`config.mk`:
```
export PLATFORM = sky130hd
export DESIGN_NAME = usb_serial_fifo_flat
export DESIGN_NICKNAME = d
export VERILOG_FILES = /design/src/rtl/usb_serial_fifo_if.sv /design/src/rtl/usb_serial_fifo.sv /design/src/flat_wrapper.sv
export SDC_FILE = /design/constraint.sdc
export NUM_CORES = 1
export LEC_CHECK = 0
export BUFFER_PORTS_ARGS = -buffer_cell sky130_fd_sc_hd__buf_2
export CAP_MARGIN = 20
export CORE_UTILIZATION = 25
export CTS_CLUSTER_SIZE = 25
export DETAILED_ROUTE_END_ITERATION = 10
export PLACE_DENSITY = 0.48
export SLEW_MARGIN = 20
export SYNTH_ARGS = -nofsm -noshare
export SYNTH_HDL_FRONTEND = slang
export SYNTH_SLANG_ARGS = --single-unit
```
`constraint.sdc`:
```
create_clock -name wb_clk_i -period 2.71 [get_ports wb_clk_i]
set_clock_uncertainty 0.05 [all_clocks]
set_input_delay 0.6775 -clock wb_clk_i [delete_from_list [all_inputs] [get_ports wb_clk_i]]
set_output_delay 0.6775 -clock wb_clk_i [all_outputs]
set_load 0.005 [all_outputs]
```
`src/rtl/usb_serial_fifo_if.sv`:
```
// usb_serial_fifo_if: byte stream handshake between a producer/consumer (master) and the FIFO (slave).
// Carries both the write and read handshakes plus the occupancy and drop counters.
interface usb_serial_fifo_if #(
    parameter int DEPTH = 64,
    parameter int LW    = $clog2(DEPTH) + 1
);
    logic [7:0]    in_data;
    logic          in_valid;
    logic          in_ready;
    logic [7:0]    out_data;
    logic          out_valid;
    logic          out_ready;
    logic [LW-1:0] level;
    logic [7:0]    drop_count;

    modport master (
        output in_data, in_valid, out_ready,
        input  in_ready, out_data, out_valid, level, drop_count
    );

    modport slave (
        input  in_data, in_valid, out_ready,
        output in_ready, out_data, out_valid, level, drop_count
    );
endinterface

```
`src/rtl/usb_serial_fifo.sv`:
```
// usb_serial_fifo: byte-wide first-word-fall-through FIFO (RAM of DEPTH-1 bytes plus a head register).
// Define USB_SERIAL_FIFO_DROP_EN to never stall the writer and count discarded bytes instead.
module usb_serial_fifo #(
    parameter int DEPTH = 64,
    parameter int LW    = $clog2(DEPTH) + 1
) (
    input logic              wb_clk_i,
    input logic              wb_reset_i,
    input logic              flush,
    usb_serial_fifo_if.slave bus
);
    localparam int PW = $clog2(DEPTH);

    logic [7:0]    ram [DEPTH-1];
    logic [PW-1:0] wp, rp;
    logic [LW-1:0] level;
    logic [7:0]    head;
    logic          head_v;
    logic [7:0]    drops;
    logic          full, ram_busy, wr, rd, ram_we, ram_re, head_ld;

    function automatic logic [PW-1:0] nxt(input logic [PW-1:0] p);
        return (p == PW'(DEPTH - 2)) ? '0 : p + 1'b1;
    endfunction

    assign full     = level == LW'(DEPTH);
    assign ram_busy = level > LW'(1);
    assign wr       = bus.in_valid && !full && !flush;
    assign rd       = head_v && bus.out_ready && !flush;
    assign ram_re   = rd && ram_busy;
    // A write lands in RAM unless the head is (or is about to become) empty.
    assign ram_we   = wr && ((head_v && !rd) || ram_busy);
    assign head_ld  = wr && !ram_we;

    always_ff @(posedge wb_clk_i or posedge wb_reset_i) begin
        if (wb_reset_i) begin
            wp     <= '0;
            rp     <= '0;
            level  <= '0;
            head   <= 8'h00;
            head_v <= 1'b0;
        end else if (flush) begin
            wp     <= '0;
            rp     <= '0;
            level  <= '0;
            head_v <= 1'b0;
        end else begin
            if (ram_we) wp <= nxt(wp);
            if (ram_re) rp <= nxt(rp);
            head   <= ram_re ? ram[rp] : head_ld ? bus.in_data : head;
            head_v <= (head_v && !rd) || ram_re || head_ld;
            level  <= (wr && !rd) ? level + 1'b1 : (rd && !wr) ? level - 1'b1 : level;
        end
    end

    always_ff @(posedge wb_clk_i) begin
        if (ram_we) ram[wp] <= bus.in_data;
    end

`ifdef USB_SERIAL_FIFO_DROP_EN
    assign bus.in_ready = 1'b1;

    always_ff @(posedge wb_clk_i or posedge wb_reset_i) begin
        if (wb_reset_i) drops <= 8'h00;
        else if (!flush && bus.in_valid && full && drops != 8'hff) drops <= drops + 1'b1;
    end
`else
    assign bus.in_ready = !full;
    assign drops        = 8'h00;
`endif

    assign bus.out_data   = head;
    assign bus.out_valid  = head_v;
    assign bus.level      = level;
    assign bus.drop_count = drops;
endmodule

```
`src/flat_wrapper.sv`:
```
// flat-port wrapper written by rule: the top's interface ports become plain ports
module usb_serial_fifo_flat 
#(
    parameter int DEPTH = 64,
    parameter int LW    = $clog2(DEPTH) + 1
)
  (wb_clk_i, wb_reset_i, flush, bus_in_data, bus_in_valid, bus_out_ready, bus_in_ready, bus_out_data, bus_out_valid, bus_level, bus_drop_count);
  usb_serial_fifo_if #(.DEPTH(DEPTH), .LW(LW)) bus_i ();
  input logic wb_clk_i;
  input logic wb_reset_i;
  input logic flush;
  input wire logic [$bits(bus_i.in_data)-1:0] bus_in_data;
  input wire logic [$bits(bus_i.in_valid)-1:0] bus_in_valid;
  input wire logic [$bits(bus_i.out_ready)-1:0] bus_out_ready;
  output wire logic [$bits(bus_i.in_ready)-1:0] bus_in_ready;
  output wire logic [$bits(bus_i.out_data)-1:0] bus_out_data;
  output wire logic [$bits(bus_i.out_valid)-1:0] bus_out_valid;
  output wire logic [$bits(bus_i.level)-1:0] bus_level;
  output wire logic [$bits(bus_i.drop_count)-1:0] bus_drop_count;
  assign bus_i.in_data = bus_in_data;
  assign bus_i.in_valid = bus_in_valid;
  assign bus_i.out_ready = bus_out_ready;
  assign bus_in_ready = bus_i.in_ready;
  assign bus_out_data = bus_i.out_data;
  assign bus_out_valid = bus_i.out_valid;
  assign bus_level = bus_i.level;
  assign bus_drop_count = bus_i.drop_count;
  usb_serial_fifo #(.DEPTH(DEPTH), .LW(LW)) u_core (.wb_clk_i(wb_clk_i), .wb_reset_i(wb_reset_i), .flush(flush), .bus(bus_i));
endmodule
```
# == After elaboration in Yosys (flattened, before gate mapping) ==
# Memory sizes are Yosys's and may differ from the RTL's.
# Index checks and enable logic that the tools add are counted.
# word_totals
ff_bits,28
latch_bits,0
ram_bits,504
mem_bits_ro,0
inputBits,13
output_inout_bits,25
elab_cells,52
mem_count,1
# classes
add_sub_neg,4
multipliers,0
div_mod_pow,0
magnitude_cmp,1
eq_ne,3
n_shift,0
n_mux,14
bitwise,1
n_reduce_logical,23
# mem_list
memory,depth,word_bits,read_ports,rd_ports_with_merged_regs,wr,line_no,rtl
u_core.ram,63,8,1,0,1,usb_serial_fifo.sv:14,logic [7:0] ram [DEPTH-1];
# ops
op,n
2-to-1 mux 6 bit,6
2-to-1 mux 7 bit,3
2-to-1 mux 8 bit,2
adder 6 x 1 -> 6 bit (second input constant),2
equality test 6 bit (second input constant),2
logical AND 1 bit,10
adder 7 x 1 -> 7 bit (second input constant),1
equality test 7 bit (second input constant),1
> comparator 7 x 1 -> 1 bit (second input constant),1
subtractor 7 x 1 -> 7 bit (second input constant),1
nonzero test 2 bit,3
logical NOT 1 bit,5
logical OR 1 bit,3
2-to-1 mux 1 bit,3
nonzero test 3 bit,1
AND reduction 2 bit,1
NOT 1 bit,1

# == Depth between registers and ports, before layout ==
# depth
depth_word,10
mapped_depth,11
ltp_nobuf,7

# == Worst setup path after synthesis ==
# No wires, ideal clock.
# synth_timing
path_type,register to register
startpoint,"register u_core.level[1], in the netlist u_core.bus.level[1]"
endpoint,"memory u_core.ram[37][0], enable pin"
setup_ns,0.370
arrival_ns,2.561
t_required_ns,2.290
path_slack_ns,-0.271
stages_incl_launch_ff,10
n_path_buf,2
synth_period_minus_slack_ns,2.981
cell_sequence,dfrtp_1 > inv_1 > ha_1 > o21bai_2 > and4_4 > or3_1 > buf_2 > or4_4 > buf_6 > nor2_1
# synth_via
elab_chain_len,7
word_cells_on_any_way,9
classes_between,1 x order compare; 1 x eq/ne; 2 x mux; 5 x reduce/logical
# synth_lines
item,line_no,rtl
from (decl),usb_serial_fifo.sv:16,logic [LW-1:0] level;
from (signal assigned),usb_serial_fifo.sv:52,level <= (wr && !rd) ? level + 1'b1 : (rd && !wr) ? level - 1'b1 : level;
"parallel branches: the longest is 4 deep, another holds > comparator 7 x 1 -> 1 bit",--,
logical AND 1 bit (*),usb_serial_fifo.sv:32,assign ram_we = wr && ((head_v && !rd) || ram_busy);
2-to-1 mux 1 bit (*),usb_serial_fifo.sv:57,if (ram_we) ram[wp] <= bus.in_data;
2-to-1 mux 1 bit (implied by the code) (*),usb_serial_fifo.sv:57,
to (decl),usb_serial_fifo.sv:14,
# Every way passes the cells marked *.

# == Worst setup path after layout ==
# layout_timing
startpoint,"register u_core.level[5], in the netlist u_core.bus.level[5]"
endpoint,output bus_in_ready
# layout_via
elab_chain_len,2
# layout_lines
item,line_no,rtl
equality test 7 bit,usb_serial_fifo.sv:26,assign full = level == LW'(DEPTH);
logical NOT 1 bit,usb_serial_fifo.sv:68,assign bus.in_ready = !full;
to (decl),flat_wrapper.sv:15,output wire logic [$bits(bus_i.in_ready)-1:0] bus_in_ready;
# No other way between the ends.

==> impl_metrics.yaml <==
worst_setup_path:
  cp_max_fo: 8
  worst_r2r_path_depth: 6
  worstSetupStartpoint: "u_core.bus.level[5]"
  worstReg2RegStart: "u_core.bus.level[0]"
  slowest_stage: "dfrtp_1"
  cp.required_ns: 1.98
  max_stage_delay_ns: 0.41
  cpLargestDelayFamily: "simple AND/OR/NAND/NOR gates"
  reg2reg_to: "u_core.ram[41][5]"
  r2r_slack_ns: 0.10
  crit_path_cell_trace: "nor4_4, buf_4, nand3_1, buf_2"
  start_kind: "flip-flop"
  worstSetupPathDepth: 4
  critPathBufInv: 2
  cp.arrival_ns: 1.88
  crit_type: "reg -> out"
  setup.worst_path.end_class: "output pin"
placed_design:
  gp_congestion: 0.828
  hpwl_um: 39300
  portBuffers: 29
  dp_cells: 2449
logic_synthesis:
  synth_edf_count: 504
  synth_area_um2: 21500
  syn_avg_cell_area_um2: 18.5
  ys_seq_elements: 532
  ys.flop_type: "edfxtp_1"
  syn_inst: 1161
  async_flop_share_pct: 5.26
  yosysUniqueCellTypes: 63
  yosysSeqAreaShare_pct: 73.6
  yosys_warnings: 0
grt:
  use_met2_pct: 21.2
  overflow: 0
  use_met3_pct: 2.16
  grt_use_met1_pct: 18.6
  antenna_found_initial: 2
  grt_max_degree: 40
  track_usage_pct: 13.2
  grt-busiest-layer: "met2"
  grt_pass1_vias: 11700
  grt_pass1_wl_um: 83400
sta:
  worst_pin_slew_ns: 0.784
  slew_headroom_pct: 47.7
  rsz0062_at_grt: "false"
  period_share_pct: 96.3
  max_freq_mhz: 383
  min_period_ns: 2.61
  setup_viol: 0
  slew_violations: 0
  hold_viol: 0
routing:
  drcViolationCount: 0
  vias: 11700
  first_iter_violations: 962
  vias_per_cell: 4.56
  drt_wl_total_um: 57700
  wire_per_inst_um: 22.5
  drtPass1Iterations: 5
  drtAntennaViolNets: 0
clock_tree:
  postCtsHoldBufs: 0
  cts_tree: "done"
  clk_latency_ns: 0.62
  path_clk_slew_ns: 0.06
  ctsLongestPathBuffers: 3
  numCtsBuffers: 57
  clock_sinks: 532
  htree_num_levels: 2
  root_buffer: "clkbuf_16"
floorplanning:
  initial_core_util_pct: 25.3
  die_y_um: 295
  coreArea_um2: 85100
  pin_count: 38
  die-area_um2: 87200
  num_rows: 107
  dieWidth_um: 295
cells_and_area:
  num_antenna_cells: 0
  drive_gt1_share_pct: 34.7
  final_common_cell: "edfxtp_1"
  layout.nets: 1393
  syn_to_final_growth_pct: 23.3
  stdcell_count: 2562
  mostFrequentLayoutCells: "edfxtp_1, buf_4, mux4_2, nor2_1, clkbuf_16"
  finish.utilization_pct: 31.1
pwr:
  pwr_density_cell_nw_per_um2: 694
  peakVddDrop_mv: 0.476
  leakage_uw: 0.00835
outcome:
  status: "finished clean"
job:
  cap_violations: 0
hold_path:
  min_path_type: "in -> async"
worst min-delay path, cell delays in order:
cell   delay (ns)
buf_2        0.10
inv_1        0.04
buf_4        0.39
stage by stage:
stage,total power [uW],instance area (um2),setup TNS (ns),hold WS [ns],setup WS [ns]
3_3_place_gp,10600,24500,-24.59,0.555,-0.172
4_1_cts,18600,26400,0,0.103,0.00536
3_5_place_dp,10600,24500,-25.40,0.555,-0.187
6_report,18400,26500,0,0.118,0.100
2_1_floorplan,9910,21700,0,0.510,0.0145
5_1_grt,19000,26500,0,0.130,0.0345
worst max path at each step:
stage | to | slack [ns]
finish | bus_in_ready | 0.10
global route | bus_in_ready | 0.03
CTS | u_core.ram[41][5] | 0.005
detailed placement | u_core.ram[45][0] | -0.19
global placement | u_core.ram[45][6] | -0.17
floorplan | u_core.ram[45][0] | 0.01
registers in the layout, summed over array words and instances, names as in the netlist:
signal                flops
u_core.bus.out_valid      1
u_core.ram              504
u_core.wp                 6
u_core.bus.out_data       8
u_core.rp                 6
u_core.bus.level          7
logic make-up after synthesis:
| family | after synthesis | share of synthesized area (%) |
|---|---|---|
| AO/OA/AOI/OAI | 134 | 4.60 |
| XOR/XNOR | 5 | 0.204 |
| adder cells (fa/ha/maj) | 7 | 0.407 |
| buffers and inverters | 91 | 2.12 |
| flip-flops | 532 | 73.6 |
| multiplexers | 156 | 13.7 |
| other | 1 | 0.0174 |
| AND/OR/NAND/NOR | 235 | 5.35 |
per-layer routing:
metal	share of wire, %	routed length (um)
met1	46	26600
met2	47	27300
met3	4.5	2620
met4	1.9	1110
met5	0.040	23
power breakdown:
part           internal (uW)  switching (uW)
combinational            532             722
clock                   4760            3200
sequential              9090             107
synthesized netlist by cell type (5+ instances only):
master    count  area, um2
a32oi_1       5       43.8
o221ai_1      6       52.6
o21ai_0      21        105
edfxtp_1    504      15100
buf_1         6       22.5
nand2_1      39        146
or4_1         5       37.5
buf_4        17        128
mux4_2      107       2410
buf_2        28        140
a21oi_1       6       30.0
o22ai_1      13       81.3
a211oi_1      8       60.1
mux2i_1      14        140
nor2b_1       9       56.3
o211ai_1     15        113
a31oi_1      10       62.6
a22oi_1       9       67.6
nand3_1      22        110
dfrtp_1      28        701
nand4_1       7       43.8
a221oi_1     13        114
a221o_1       5       50.1
nor3_1       12       60.1
inv_1        13       48.8
nor2_1       89        334
ha_1          7       87.6
nand2b_1     20        125
or3_1         8       50.1
mux2_2       35        394
clkbuf_1     23       86.3
timing repair:
item,CTS,global route
endpoints found under the setup margin,72,72
gates resized for setup,6,2
pin swaps,6,3
buffers inserted,0,9
area by class of cell:
cell class / instances / area, um2
Timing Repair Buffer: 223 / 1860
Sequential cell: 532 / 15800
Inverter: 14 / 52.6
Multi-Input combinational cell: 545 / 5410
Clock buffer: 67 / 1490
Clock inverter: 37 / 428
Tap cell: 1144 / 1430
Fill cell: 8319 / 58600
No activity file was read; power rests on OpenSTA's default activity.
